## src/rtl/seq_detect_ctrl.sv

```systemverilog
// seq_detect_ctrl: accepts bytes over a valid/ready handshake, shifts them
// MSB-first into a history register one bit per clock, and flags every
// occurrence of a programmable pattern (overlapping or non-overlapping).
// A saturating counter tracks the hits since the last start.
module seq_detect_ctrl #(
    parameter int unsigned MAX_LEN = 8,
    parameter int unsigned CNT_W   = 16
) (
    input  logic               clk,
    input  logic               reset_n,
    input  logic               cfg_we,
    input  logic [MAX_LEN-1:0] cfg_pattern,
    input  logic [3:0]         cfg_len,
    input  logic               cfg_overlap,
    input  logic               start,
    input  logic               stop,
    input  logic               in_valid,
    input  logic [7:0]         in_data,
    output logic               in_ready,
    output logic               match,
    output logic [CNT_W-1:0]   match_count,
    output logic               busy,
    output logic               cfg_err
);

    typedef enum logic [1:0] {
        ST_IDLE,
        ST_RUN,
        ST_SHIFT
    } state_t;

    // Power-up configuration: pattern 1011, four bits, non-overlapping.
    localparam logic [MAX_LEN-1:0] RST_PAT = MAX_LEN'(4'b1011);
    localparam logic [3:0]         RST_LEN = 4'd4;
    localparam logic [3:0]         FILL_MAX = 4'(MAX_LEN);

    // Control state
    state_t             state_q,     state_d;
    logic               stop_pend_q, stop_pend_d;
    logic [7:0]         byte_q,      byte_d;
    logic [2:0]         idx_q,       idx_d;

    // Detector state
    logic [MAX_LEN-1:0] hist_q,      hist_d;
    logic [3:0]         fill_q,      fill_d;

    // Configuration
    logic [MAX_LEN-1:0] pat_q,       pat_d;
    logic [3:0]         len_q,       len_d;
    logic               ovl_q,       ovl_d;

    // Registered outputs
    logic               match_q,     match_d;
    logic [CNT_W-1:0]   cnt_q,       cnt_d;
    logic               err_q,       err_d;

    // Per-bit detector evaluation
    logic               bit_cur;
    logic [MAX_LEN-1:0] hist_n;
    logic [3:0]         fill_n;
    logic [MAX_LEN-1:0] len_mask;
    logic               hit;
    logic               cfg_len_ok;

    // Evaluate the bit the SHIFT state would consume this cycle.
    always_comb begin
        bit_cur  = byte_q[idx_q];
        hist_n   = {hist_q[MAX_LEN-2:0], bit_cur};
        fill_n   = (fill_q >= FILL_MAX) ? FILL_MAX : fill_q + 4'd1;
        len_mask = '0;
        for (int unsigned i = 0; i < MAX_LEN; i++) begin
            len_mask[i] = (i < 32'(len_q));
        end
        hit        = (fill_n >= len_q) && ((hist_n & len_mask) == (pat_q & len_mask));
        cfg_len_ok = (cfg_len != 4'd0) && (cfg_len <= FILL_MAX);
    end

    // Next-state logic for the scheduler, detector and configuration.
    always_comb begin
        state_d     = state_q;
        stop_pend_d = stop_pend_q;
        byte_d      = byte_q;
        idx_d       = idx_q;
        hist_d      = hist_q;
        fill_d      = fill_q;
        pat_d       = pat_q;
        len_d       = len_q;
        ovl_d       = ovl_q;
        match_d     = 1'b0;
        cnt_d       = cnt_q;
        err_d       = 1'b0;

        case (state_q)
            ST_IDLE: begin
                if (cfg_we) begin
                    if (cfg_len_ok) begin
                        pat_d = cfg_pattern;
                        len_d = cfg_len;
                        ovl_d = cfg_overlap;
                    end else begin
                        err_d = 1'b1;
                    end
                end
                if (start) begin
                    state_d     = ST_RUN;
                    cnt_d       = '0;
                    hist_d      = '0;
                    fill_d      = '0;
                    stop_pend_d = 1'b0;
                end
            end

            ST_RUN: begin
                if (cfg_we) begin
                    err_d = 1'b1;
                end
                // stop wins over a same-cycle handshake
                if (stop) begin
                    state_d = ST_IDLE;
                end else if (in_valid) begin
                    byte_d  = in_data;
                    idx_d   = 3'd7;
                    state_d = ST_SHIFT;
                end
            end

            ST_SHIFT: begin
                if (cfg_we) begin
                    err_d = 1'b1;
                end
                hist_d = hist_n;
                fill_d = (hit && !ovl_q) ? 4'd0 : fill_n;
                if (hit) begin
                    match_d = 1'b1;
                    if (cnt_q != '1) begin
                        cnt_d = cnt_q + CNT_W'(1);
                    end
                end
                idx_d = idx_q - 3'd1;
                if (idx_q == 3'd0) begin
                    // a stop arriving with the last bit is honoured directly
                    // rather than being latched and then lost to the clear
                    state_d     = (stop_pend_q || stop) ? ST_IDLE : ST_RUN;
                    stop_pend_d = 1'b0;
                end else if (stop) begin
                    stop_pend_d = 1'b1;
                end
            end

            default: begin
                state_d = ST_IDLE;
            end
        endcase
    end

    // State register with asynchronous reset of everything, configuration included.
    always_ff @(posedge clk or negedge reset_n) begin
        if (!reset_n) begin
            state_q     <= ST_IDLE;
            stop_pend_q <= 1'b0;
            byte_q      <= '0;
            idx_q       <= '0;
            hist_q      <= '0;
            fill_q      <= '0;
            pat_q       <= RST_PAT;
            len_q       <= RST_LEN;
            ovl_q       <= 1'b0;
            match_q     <= 1'b0;
            cnt_q       <= '0;
            err_q       <= 1'b0;
        end else begin
            state_q     <= state_d;
            stop_pend_q <= stop_pend_d;
            byte_q      <= byte_d;
            idx_q       <= idx_d;
            hist_q      <= hist_d;
            fill_q      <= fill_d;
            pat_q       <= pat_d;
            len_q       <= len_d;
            ovl_q       <= ovl_d;
            match_q     <= match_d;
            cnt_q       <= cnt_d;
            err_q       <= err_d;
        end
    end

    // Output decode
    always_comb begin
        in_ready    = (state_q == ST_RUN);
        busy        = (state_q != ST_IDLE);
        match       = match_q;
        match_count = cnt_q;
        cfg_err     = err_q;
    end

endmodule

```

## config.mk

```make
export PLATFORM = sky130hd
export DESIGN_NAME = seq_detect_ctrl
export DESIGN_NICKNAME = d
export VERILOG_FILES = /design/src/rtl/seq_detect_ctrl.sv
export SDC_FILE = /design/constraint.sdc
export NUM_CORES = 1
export LEC_CHECK = 0
export BUFFER_PORTS_ARGS = -buffer_cell sky130_fd_sc_hd__buf_2
export CAP_MARGIN = 15
export CORE_UTILIZATION = 40
export DETAILED_ROUTE_END_ITERATION = 8
export GPL_ROUTABILITY_DRIVEN = 0
export PLACE_DENSITY = 0.62
export SETUP_SLACK_MARGIN = 0.02
export SYNTH_ARGS = -nofsm -noshare
export SYNTH_HDL_FRONTEND = slang
export SYNTH_SLANG_ARGS = --single-unit
export TNS_END_PERCENT = 10
```

## constraint.sdc

```tcl
create_clock -name clk -period 2.9 [get_ports clk]
set_input_delay 0.87 -clock clk [delete_from_list [all_inputs] [get_ports clk]]
set_output_delay 0.87 -clock clk [all_outputs]
set_load 0.03 [all_outputs]
```

==> results of run 1 <==
-- sequential cells by signal, summed over array words and instances (netlist names) --
name	cells
cfg_err	1
stop_pend_q	1
state_q	2
byte_q	8
ovl_q	1
hist_q	7
fill_q	4
match_count	16
idx_q	3
pat_q	8
len_q	4
match	1
-- kinds of logic after synthesis --
family	share of synthesized area
AND/OR/NAND/NOR	0.1779
AO/OA/AOI/OAI	0.1767
flip-flops	0.4464
buffers and inverters	0.04011
multiplexers	0.08221
adder cells (fa/ha/maj)	0.05163
XOR/XNOR	0.02502
-- path summary, 6_finish.rpt --
path                                            start                           to  slack (ns)  cells after the start
max in group asynchronous                     reset_n         pat_q[0]$_DFFE_PN1P_        1.68                      2
worst min register to register  byte_q[2]$_DFFE_PN0P_        byte_q[2]$_DFFE_PN0P_        0.51                      1
worst max-delay path            fill_q[0]$_DFFE_PN0P_  match_count[15]$_DFFE_PN0P_        0.22                     11
worst min-delay path            byte_q[2]$_DFFE_PN0P_        byte_q[2]$_DFFE_PN0P_        0.51                      1
min in group asynchronous                     reset_n        byte_q[6]$_DFFE_PN0P_        0.57                      1
worst max register to register  fill_q[0]$_DFFE_PN0P_  match_count[15]$_DFFE_PN0P_        0.22                     11
-- final cells by class --
| cell class | count | share of cell area |
|---|---|---|
| sequential | 56 | 0.3879 |
| clock inverter | 2 | 0.003796 |
| inverter | 15 | 0.01553 |
| timing repair buffer | 57 | 0.08972 |
| tap | 99 | 0.03416 |
| multi-input combinational | 226 | 0.4462 |
| clock buffer | 6 | 0.02277 |
-- per-layer routing --
metal / GRT usage / vias to the layer above / wire length, µm
met5: 0 / - / 0
met4: 0.03226 / 0 / 28
met3: 0.03199 / 2 / 293
met2: 0.2923 / 59 / 3254
met1: 0.2381 / 1243 / 3289
li1: - / 1241 / -
-- where the power goes --
group / total [mW] / internal (mW) / switching, mW
combinational: 1.13 / 0.487 / 0.641
sequential: 1.17 / 0.998 / 0.172
clock: 0.452 / 0.196 / 0.256
total: 2.75 / 1.68 / 1.07
-- cells in the final DEF, fill, tap and decap left out, types with 6 or more instances in the layout --
| cell | n |
|---|---|
| a21oi_1 | 10 |
| a22o_1 | 7 |
| buf_2 | 46 |
| buf_4 | 10 |
| clkbuf_8 | 6 |
| dfrtp_1 | 52 |
| ha_1 | 13 |
| inv_1 | 14 |
| mux2_2 | 19 |
| nand2_1 | 29 |
| nand3_1 | 17 |
| nor2_1 | 20 |
| nor3_1 | 7 |
| o211ai_1 | 7 |
| o21ai_0 | 11 |
| o21ai_1 | 7 |
| xnor2_1 | 8 |
-- stage by stage --
step / power, mW / std cells / setup slack, ns / hold slack (ns)
5_1_grt: 2.937 / 461 / 0.01701 / 0.5299
3_5_place_dp: 2.317 / 449 / 0.1883 / 0.4952
4_1_cts: 2.775 / 457 / 0.1795 / 0.5197
3_3_place_gp: 2.288 / 449 / 0.2642 / 0.4853
2_1_floorplan: 1.997 / 309 / 0.3663 / 0.4737
6_report: 2.750 / 461 / 0.2233 / 0.5131
==> results.sh, run 1 <==
export IMPL_fin_nets=401
export IMPL_final_count_of_hold_timing_violations=0
export IMPL_cts_resized=0
export IMPL_design_core_area_um2=7447
export IMPL_avgSynthCellArea_um2=10.20
export IMPL_irDropWorstVdd_v=0.0003791
export IMPL_crit_path_cell_trace="ha_1, xnor2_1, nor2_1, ha_1, o21a_1, o22ai_1, nor4_2, nand4_4, buf_4, o31ai_1, a21boi_1"
export IMPL_die_w_um=90.75
export IMPL_yosys_warnings=0
export IMPL_pin_count=47
export IMPL_timing_setup_tns_ns=0
export IMPL_vias=2545
export IMPL_timing_setup_critical_path_class="reg2reg"
export IMPL_grt_pass1_vias=2472
export IMPL_grt_setup_unrepaired="yes"
export IMPL_postCtsSetupBuffers=0
export IMPL_critPathRequiredTime_ns=3.09
export IMPL_cp_endpoint_kind="register"
export IMPL_multi_input_comb_area_um2=1618
export IMPL_row_count=31
export IMPL_worst_skew_late_latency_ns=0.30
export IMPL_grt_max_degree=34
export IMPL_cts_max_path_buffers=2
export IMPL_drtAntennaViolNets=0
export IMPL_antenna_found_initial=0
export IMPL_run_status="finished clean"
export IMPL_relative_slew_slack=0.5981
export IMPL_drive_above_1_share=0.2790
export IMPL_antennaDiodeCount=0
export IMPL_worst_slew_pin_transition_ns=0.6029
export IMPL_clock_skew_final_ns=0.006211
export IMPL_cellPowerDensity_nw_per_um2=758.3
export IMPL_synth_top_cells_by_area="dfrtp_1, mux2_2, ha_1"
export IMPL_total_leakage_power_nw=1.641
export IMPL_critPathBufInv=1
export IMPL_register_area_um2=1406
export IMPL_synth_seq_cells=56
export IMPL_die_height_um=90.75
export IMPL_number_of_violations_reported_at_the_end_of_detailed_routing_iteration_0=168
export IMPL_slowest_delay_ns=0.45
export IMPL_number_of_filler_cells_placed_in_the_layout=740
export IMPL_ys_types=57
export IMPL_worst_endpoint_arrival_ns=2.86
export IMPL_finish_utilization=0.4869
export IMPL_io_buffer_count=46
export IMPL_worst_path_dominant_cell_family="simple AND/OR/NAND/NOR gates"
export IMPL_timing_critical_path_slowest_stage_cell="dfrtp_1"
export IMPL_drc=0
export IMPL_cell_at_the_root_of_the_clock_tree="clkbuf_8"
export IMPL_synth_fp_nets=349
export IMPL_area_growth_syn_to_layout_pct=15.09
export IMPL_synth_top_cells_by_count="dfrtp_1, nand2_1, nor2_1"
export IMPL_seq_area_frac_synth=0.4464
export IMPL_tritoncts_clock_tree="done"
export IMPL_clkSlewWorstSetupHoldPaths_ns=0.10
export IMPL_fin_crit_ns=2.677
export IMPL_stdcell_area_um2=3626
export IMPL_clkSinkCount=56
export IMPL_synth_top_cell_area_share=0.4130
export IMPL_gr_total_overflow=0
export IMPL_cp_start_kind="register"
export IMPL_detailed_place_hpwl_um=5062
export IMPL_most_repeated_library_cell_on_the_critical_path="ha_1"
export IMPL_cts_max_level=2
export IMPL_start_util=0.4231
export IMPL_worstPathMaxFanout=13
export IMPL_synth_top_flop_cell="dfrtp_1"
export IMPL_netlist_top_cell_by_area="dfrtp_1"
export IMPL_drt_vias_per_instance=5.521
export IMPL_cts_buffers=5
export IMPL_maxCapViolCount=0
export IMPL_final_max_slew_violation_count=0
export IMPL_wire_per_inst_um=14.89
export IMPL_hold_path_class="reg2reg"
export IMPL_fp_dieArea_um2=8236
export IMPL_syn_area_um2=3151
export IMPL_async_reset_ff_frac=1.000
export IMPL_final_period_utilization=0.9230
export IMPL_drtPass1Iterations=4
export IMPL_synth_most_common_cell="dfrtp_1"
export IMPL_number_of_synthesized_flops_with_an_enable_pin=0
export IMPL_routed_wl_um=6865
export IMPL_grt_pass1_wl_um=11690
export IMPL_setup_violations=0
export IMPL_maxClockFrequency_mhz=373.6
export IMPL_syn_instance_count=309
export IMPL_postCtsHoldBufs=0
export IMPL_grt_util_all_layers=0.1750
export IMPL_place_area_um2=3500
Power figures use the tool's default switching activity.
==> run 2: changes to the inputs <==
- CTS_BUF_LIST: unset -> sky130_fd_sc_hd__clkbuf_2 sky130_fd_sc_hd__clkbuf_4 sky130_fd_sc_hd__clkbuf_8
- clock period: 2.9 -> 2.7 ns (I/O delays scaled with it)
==> run 2 against run 1 <==
Net effect:
- utilization increased by 1.1 points
- count of clock-buffer cells in the layout decreased by 1
- first-iteration DRC count unchanged
- critical path depth unchanged
- via count increased by 2.1%
- cell count increased by 1.5%
- sequential share of layout area decreased by 0.84 points
- global-route usage increased by 1.0 points
- register-to-register slack got worse by 0.09 ns
- setup slack got worse by 0.088 ns
- power increased by 9.7%
==> results.sh, run 2 (same netlist as run 1, synthesis figures left out) <==
export IMPL_run_status="finished clean"
export IMPL_maxCapViolCount=0
export IMPL_cellPowerDensity_nw_per_um2=813.2
export IMPL_grt_setup_unrepaired="yes"
export IMPL_final_setup_worst_slack_ns=0.1350
export IMPL_number_of_filler_cells_placed_in_the_layout=735
export IMPL_worstPathMaxFanout=7
export IMPL_grt_pass1_vias=2566
export IMPL_timing_setup_critical_path_class="reg2reg"
export IMPL_final_max_slew_violation_count=0
export IMPL_area_growth_syn_to_layout_pct=17.75
export IMPL_start_util=0.4231
export IMPL_total_leakage_power_nw=1.701
export IMPL_number_of_violations_reported_at_the_end_of_detailed_routing_iteration_0=168
export IMPL_fin_nets=408
export IMPL_power_total_mw=3.017
export IMPL_drive_above_1_share=0.3035
export IMPL_top_library_cells_by_usage_in_the_layout_fill_and_taps_aside="dfrtp_1, buf_2, nand2_1"
export IMPL_grt_pass1_wl_um=12280
export IMPL_cts_buffers=5
export IMPL_maxClockFrequency_mhz=389.9
export IMPL_drt_vias_per_instance=5.553
export IMPL_critPathRequiredTime_ns=2.89
export IMPL_antenna_found_initial=0
export IMPL_cp_endpoint_kind="register"
export IMPL_cts_max_level=2
export IMPL_most_repeated_library_cell_on_the_critical_path="buf_4"
export IMPL_vias=2599
export IMPL_worst_endpoint_arrival_ns=2.75
export IMPL_postCtsHoldBufs=0
export IMPL_worst_skew_late_latency_ns=0.31
export IMPL_setup_violations=0
export IMPL_worst_slew_pin_transition_ns=0.5271
export IMPL_worst_path_dominant_cell_family="simple AND/OR/NAND/NOR gates"
export IMPL_largest_register_ff_count=16
export IMPL_drtPass1Iterations=4
export IMPL_cts_max_path_buffers=2
export IMPL_row_count=31
export IMPL_irDropWorstVdd_v=0.0005256
export IMPL_final_common_cell="dfrtp_1"
export IMPL_clkSinkCount=56
export IMPL_io_buffer_count=46
export IMPL_multi_input_comb_area_um2=1658
export IMPL_crit_path_cell_trace="or2_2, ha_1, nand2b_1, a2111oi_2, nor4_2, buf_4, and4_4, buf_4, buf_4, nand4_1, o211ai_1"
export IMPL_critPathBufInv=3
export IMPL_cell_at_the_root_of_the_clock_tree="clkbuf_8"
export IMPL_hold_path_class="in2async"
export IMPL_tritoncts_clock_tree="done"
export IMPL_gr_total_overflow=0
export IMPL_final_period_utilization=0.9500
export IMPL_timing_setup_tns_ns=0
export IMPL_die_height_um=90.75
export IMPL_regToRegSetupSlack_ns=0.13
export IMPL_clkSlewWorstSetupHoldPaths_ns=0.11
export IMPL_slowest_delay_ns=0.46
export IMPL_drc=0
export IMPL_register_area_um2=1408
export IMPL_grt_max_degree=38
export IMPL_design_core_area_um2=7447
export IMPL_antennaDiodeCount=0
export IMPL_die_w_um=90.75
export IMPL_preCtsSetupSlack_ns=-0.02371
export IMPL_grt_util_all_layers=0.1851
export IMPL_cp_start_kind="register"
export IMPL_drtAntennaViolNets=0
export IMPL_fin_crit_ns=2.565
export IMPL_wire_per_inst_um=15.27
export IMPL_timing_critical_path_slowest_stage_cell="dfrtp_2"
export IMPL_routed_wl_um=7145
export IMPL_clock_skew_final_ns=0.01127
export IMPL_relative_slew_slack=0.6477
export IMPL_pin_count=47
export IMPL_fp_dieArea_um2=8236
export IMPL_final_count_of_hold_timing_violations=0
export IMPL_detailed_place_hpwl_um=5207
==> run 2: changes by cell type in the layout (fill, tap and decap cells not counted), sizes merged <==
cell	before	now
buf	57	63
clkbuf	6	5
clkinvlp	0	1
nand4	5	6
==> run 2: layer usage <==
metal | routed length (µm) | vias up | GRT usage
met5 | 0 | - | 0
met4 | 79 | 0 | 0.06586
met3 | 256 | 6 | 0.03114
met2 | 3473 | 63 | 0.2992
met1 | 3334 | 1273 | 0.2489
li1 | - | 1257 | -
==> run 2: worst paths after layout <==
check / from / endpoint / cells after the start
max reg2reg: fill_q[0]$_DFFE_PN0P_ / match_count[0]$_DFFE_PN0P_ / 11
min reg2reg: byte_q[3]$_DFFE_PN0P_ / byte_q[3]$_DFFE_PN0P_ / 1
max: fill_q[0]$_DFFE_PN0P_ / match_count[0]$_DFFE_PN0P_ / 11
min: reset_n / byte_q[6]$_DFFE_PN0P_ / 1
max in group asynchronous: reset_n / pat_q[0]$_DFFE_PN1P_ / 2
min in group clk: byte_q[3]$_DFFE_PN0P_ / byte_q[3]$_DFFE_PN0P_ / 1
==> run 2: power breakdown <==
group,switching [mW],internal (mW)
clock,0.297,0.185
combinational,0.715,0.562
sequential,0.185,1.07
==> run 2: through the flow <==
step	util	hold slack [ns]	cells	area, µm²
finish	0.4982	0.4416	468	3710
global route	0.4982	0.4728	468	3710
CTS	0.4898	0.4601	464	3647
detailed placement	0.4730	0.4948	452	3522
global placement	0.4730	0.4857	452	3522
floorplan	-	0.4737	309	3151
==> run 2: area by class of cell <==
cell class	count	share of cell area
Sequential cell	56	0.3794
Clock buffer	5	0.01855
Timing Repair Buffer	63	0.1008
Clock inverter	3	0.005734
Multi-Input combinational cell	227	0.4469
Tap cell	99	0.03339
Inverter	15	0.01518
==> run 2: repair_timing <==
| item | CTS | global route |
|---|---|---|
| resized for setup | 0 | 7 |
| buffers inserted | 3 | 4 |
| endpoints found under the hold margin | 0 | 0 |
| cloned | 1 | 0 |
| pin swaps | 2 | 4 |
| setup endpoints to repair | 1 | 20 |
==> run 3: changes to the inputs <==
==> constraint.sdc (replaced) <==
create_clock -name clk -period 2.7 [get_ports clk]
set_input_delay 0.405 -clock clk [delete_from_list [all_inputs] [get_ports clk]]
set_output_delay 0.405 -clock clk [all_outputs]
set_load 0.03 [all_outputs]
==> run 3 against run 2 <==
Net effect:
- routed wire length is 2.2% higher
- clock skew is 0.0017 ns lower
- cell count up 0.43%
- global-route usage decreased by 0.94 points
- critical path depth rose by 1
- combinational power barely moved
- final area is 0.47% higher
- utilization rose by 0.24 points
- largest cell class unchanged
- highest routed layer unchanged
==> results.sh, run 3 (same netlist as run 1, synthesis figures left out) <==
export IMPL_crit_start="fill_q[0]$_DFFE_PN0P_"
export IMPL_final_count_of_hold_timing_violations=0
export IMPL_timing_setup_critical_path_class="reg2reg"
export IMPL_clock_skew_final_ns=0.009539
export IMPL_grt_pass1_vias=2431
export IMPL_pin_count=47
export IMPL_timing_setup_tns_ns=0
export IMPL_vias=2593
export IMPL_grt_max_degree=57
export IMPL_setup_violations=0
export IMPL_clkSinkCount=56
export IMPL_antenna_found_initial=0
export IMPL_maxCapViolCount=0
export IMPL_whs_ns=0.1984
export IMPL_drc=0
export IMPL_area_growth_syn_to_layout_pct=18.31
export IMPL_postCtsHoldBufs=0
export IMPL_gr_total_overflow=0
export IMPL_cell_at_the_root_of_the_clock_tree="clkbuf_8"
export IMPL_fin_nets=410
export IMPL_worstPathMaxFanout=7
export IMPL_design_core_area_um2=7447
export IMPL_drtAntennaViolNets=0
export IMPL_die_w_um=90.75
export IMPL_maxClockFrequency_mhz=378.3
export IMPL_io_buffer_count=46
export IMPL_run_status="finished clean"
export IMPL_number_of_violations_reported_at_the_end_of_detailed_routing_iteration_0=165
export IMPL_worst_slew_pin_transition_ns=0.7084
export IMPL_hold_path_class="in2async"
export IMPL_final_max_slew_violation_count=0
export IMPL_clkSlewWorstSetupHoldPaths_ns=0.11
export IMPL_tritoncts_clock_tree="done"
export IMPL_drive_above_1_share=0.3127
export IMPL_preCtsSetupSlack_ns=0.03535
export IMPL_clock_power_share=0.162
export IMPL_worst_skew_late_latency_ns=0.32
export IMPL_number_of_filler_cells_placed_in_the_layout=735
export IMPL_total_leakage_power_nw=1.680
export IMPL_cts_max_path_buffers=2
export IMPL_fin_cells=470
export IMPL_worst_endpoint_arrival_ns=2.85
export IMPL_largest_register_ff_count=16
export IMPL_drtPass1Iterations=5
export IMPL_netSwitchingPower_mw=1.231
export IMPL_grt_pass1_wl_um=11640
export IMPL_dp_cells=453
export IMPL_switching_share=0.4016
export IMPL_fp_dieArea_um2=8236
export IMPL_r2r_start="fill_q[0]$_DFFE_PN0P_"
export IMPL_top_library_cells_by_usage_in_the_layout_fill_and_taps_aside="dfrtp_1, buf_2, nand2_1"
export IMPL_row_count=31
export IMPL_relative_slew_slack=0.5278
export IMPL_start_util=0.4231
export IMPL_final_common_cell="dfrtp_1"
export IMPL_grt_util_all_layers=0.1757
export IMPL_detailed_place_hpwl_um=5001
export IMPL_finish_utilization=0.5005
export IMPL_wire_per_inst_um=15.53
export IMPL_critPathRequiredTime_ns=2.91
export IMPL_antennaDiodeCount=0
export IMPL_combinationalPowerShare=0.426
export IMPL_fin_crit_ns=2.643
export IMPL_grt_setup_unrepaired="yes"
export IMPL_final_period_utilization=0.9789
export IMPL_cts_buffers=5
export IMPL_cellPowerDensity_nw_per_um2=822.2
export IMPL_cp_endpoint_kind="register"
export IMPL_final_setup_worst_slack_ns=0.05687
export IMPL_irDropWorstVdd_v=0.0005309
export IMPL_die_height_um=90.75
export IMPL_drt_vias_per_instance=5.517
export IMPL_cellInternalPower_mw=1.834
export IMPL_cp_start_kind="register"
export IMPL_share_seq_of_total_power=0.413
export IMPL_cts_max_level=2
export IMPL_routed_wl_um=7299
==> run 3: final timing paths <==
kind | end | slack (ns) | cells past startpoint
setup / recovery | match_count[4]$_DFFE_PN0P_ | 0.06 | 12
hold / removal | byte_q[7]$_DFFE_PN0P_ | 0.20 | 2
setup reg to reg | match_count[4]$_DFFE_PN0P_ | 0.06 | 12
hold reg to reg | byte_q[1]$_DFFE_PN0P_ | 0.52 | 1
max in group asynchronous | match_count[13]$_DFFE_PN0P_ | 2.02 | 2
min in group clk | byte_q[1]$_DFFE_PN0P_ | 0.31 | 2
==> run 3: layout make-up <==
| class | count | area (µm²) | area share |
|---|---|---|---|
| Clock buffer | 5 | 68.82 | 0.01846 |
| Clock inverter | 3 | 27.53 | 0.007385 |
| Inverter | 15 | 56.30 | 0.01511 |
| Multi-Input combinational cell | 227 | 1670 | 0.4481 |
| Sequential cell | 56 | 1406 | 0.3773 |
| Tap cell | 99 | 123.9 | 0.03323 |
| Timing Repair Buffer | 65 | 374.1 | 0.1004 |
==> run 3: metrics by stage <==
| step | power, mW | area, µm² |
|---|---|---|
| floorplan | 2.145 | 3151 |
| global placement | 2.480 | 3517 |
| detailed placement | 2.513 | 3517 |
| CTS | 3.009 | 3613 |
| global route | 3.280 | 3727 |
| finish | 3.065 | 3727 |
==> run 3: what timing repair did <==
action / 4_1_cts / 5_1_grt
gates resized for setup: 0 / 12
pin swaps: 1 / 4
setup endpoints to repair: 1 / 21
gates cloned: 0 / 1
buffers inserted: 0 / 8
==> run 3: routing by layer <==
layer / part of all wire / vias up / track usage
met1: 0.47 / 1266 / 0.2396
met4: 0.011 / 0 / 0.05242
li1: - / 1264 / -
met2: 0.49 / 56 / 0.2809
met5: 0 / - / 0
met3: 0.036 / 7 / 0.03451
==> run 3: power by group through the flow <==
stage                     Combinational [mW]  Clock, mW  Sequential, mW
after global placement                  1.21          0            1.27
after floorplan                        0.918          0            1.23
after global routing                    1.44      0.545            1.30
final                                   1.31      0.495            1.26
after detailed placement                1.24          0            1.28
after CTS                               1.24      0.513            1.26
==> run 3: critical path: stages, from the launching register on <==
cell and delay [ns]:
dfrtp_1 0.44, ha_2 0.21, xnor2_2 0.17, nor2_1 0.07, ha_1 0.27, o21a_1 0.10
o22ai_1 0.08, nor4_2 0.28, buf_4 0.19, nand4_4 0.16, buf_6 0.21, o311ai_1 0.27
nand2_1 0.08
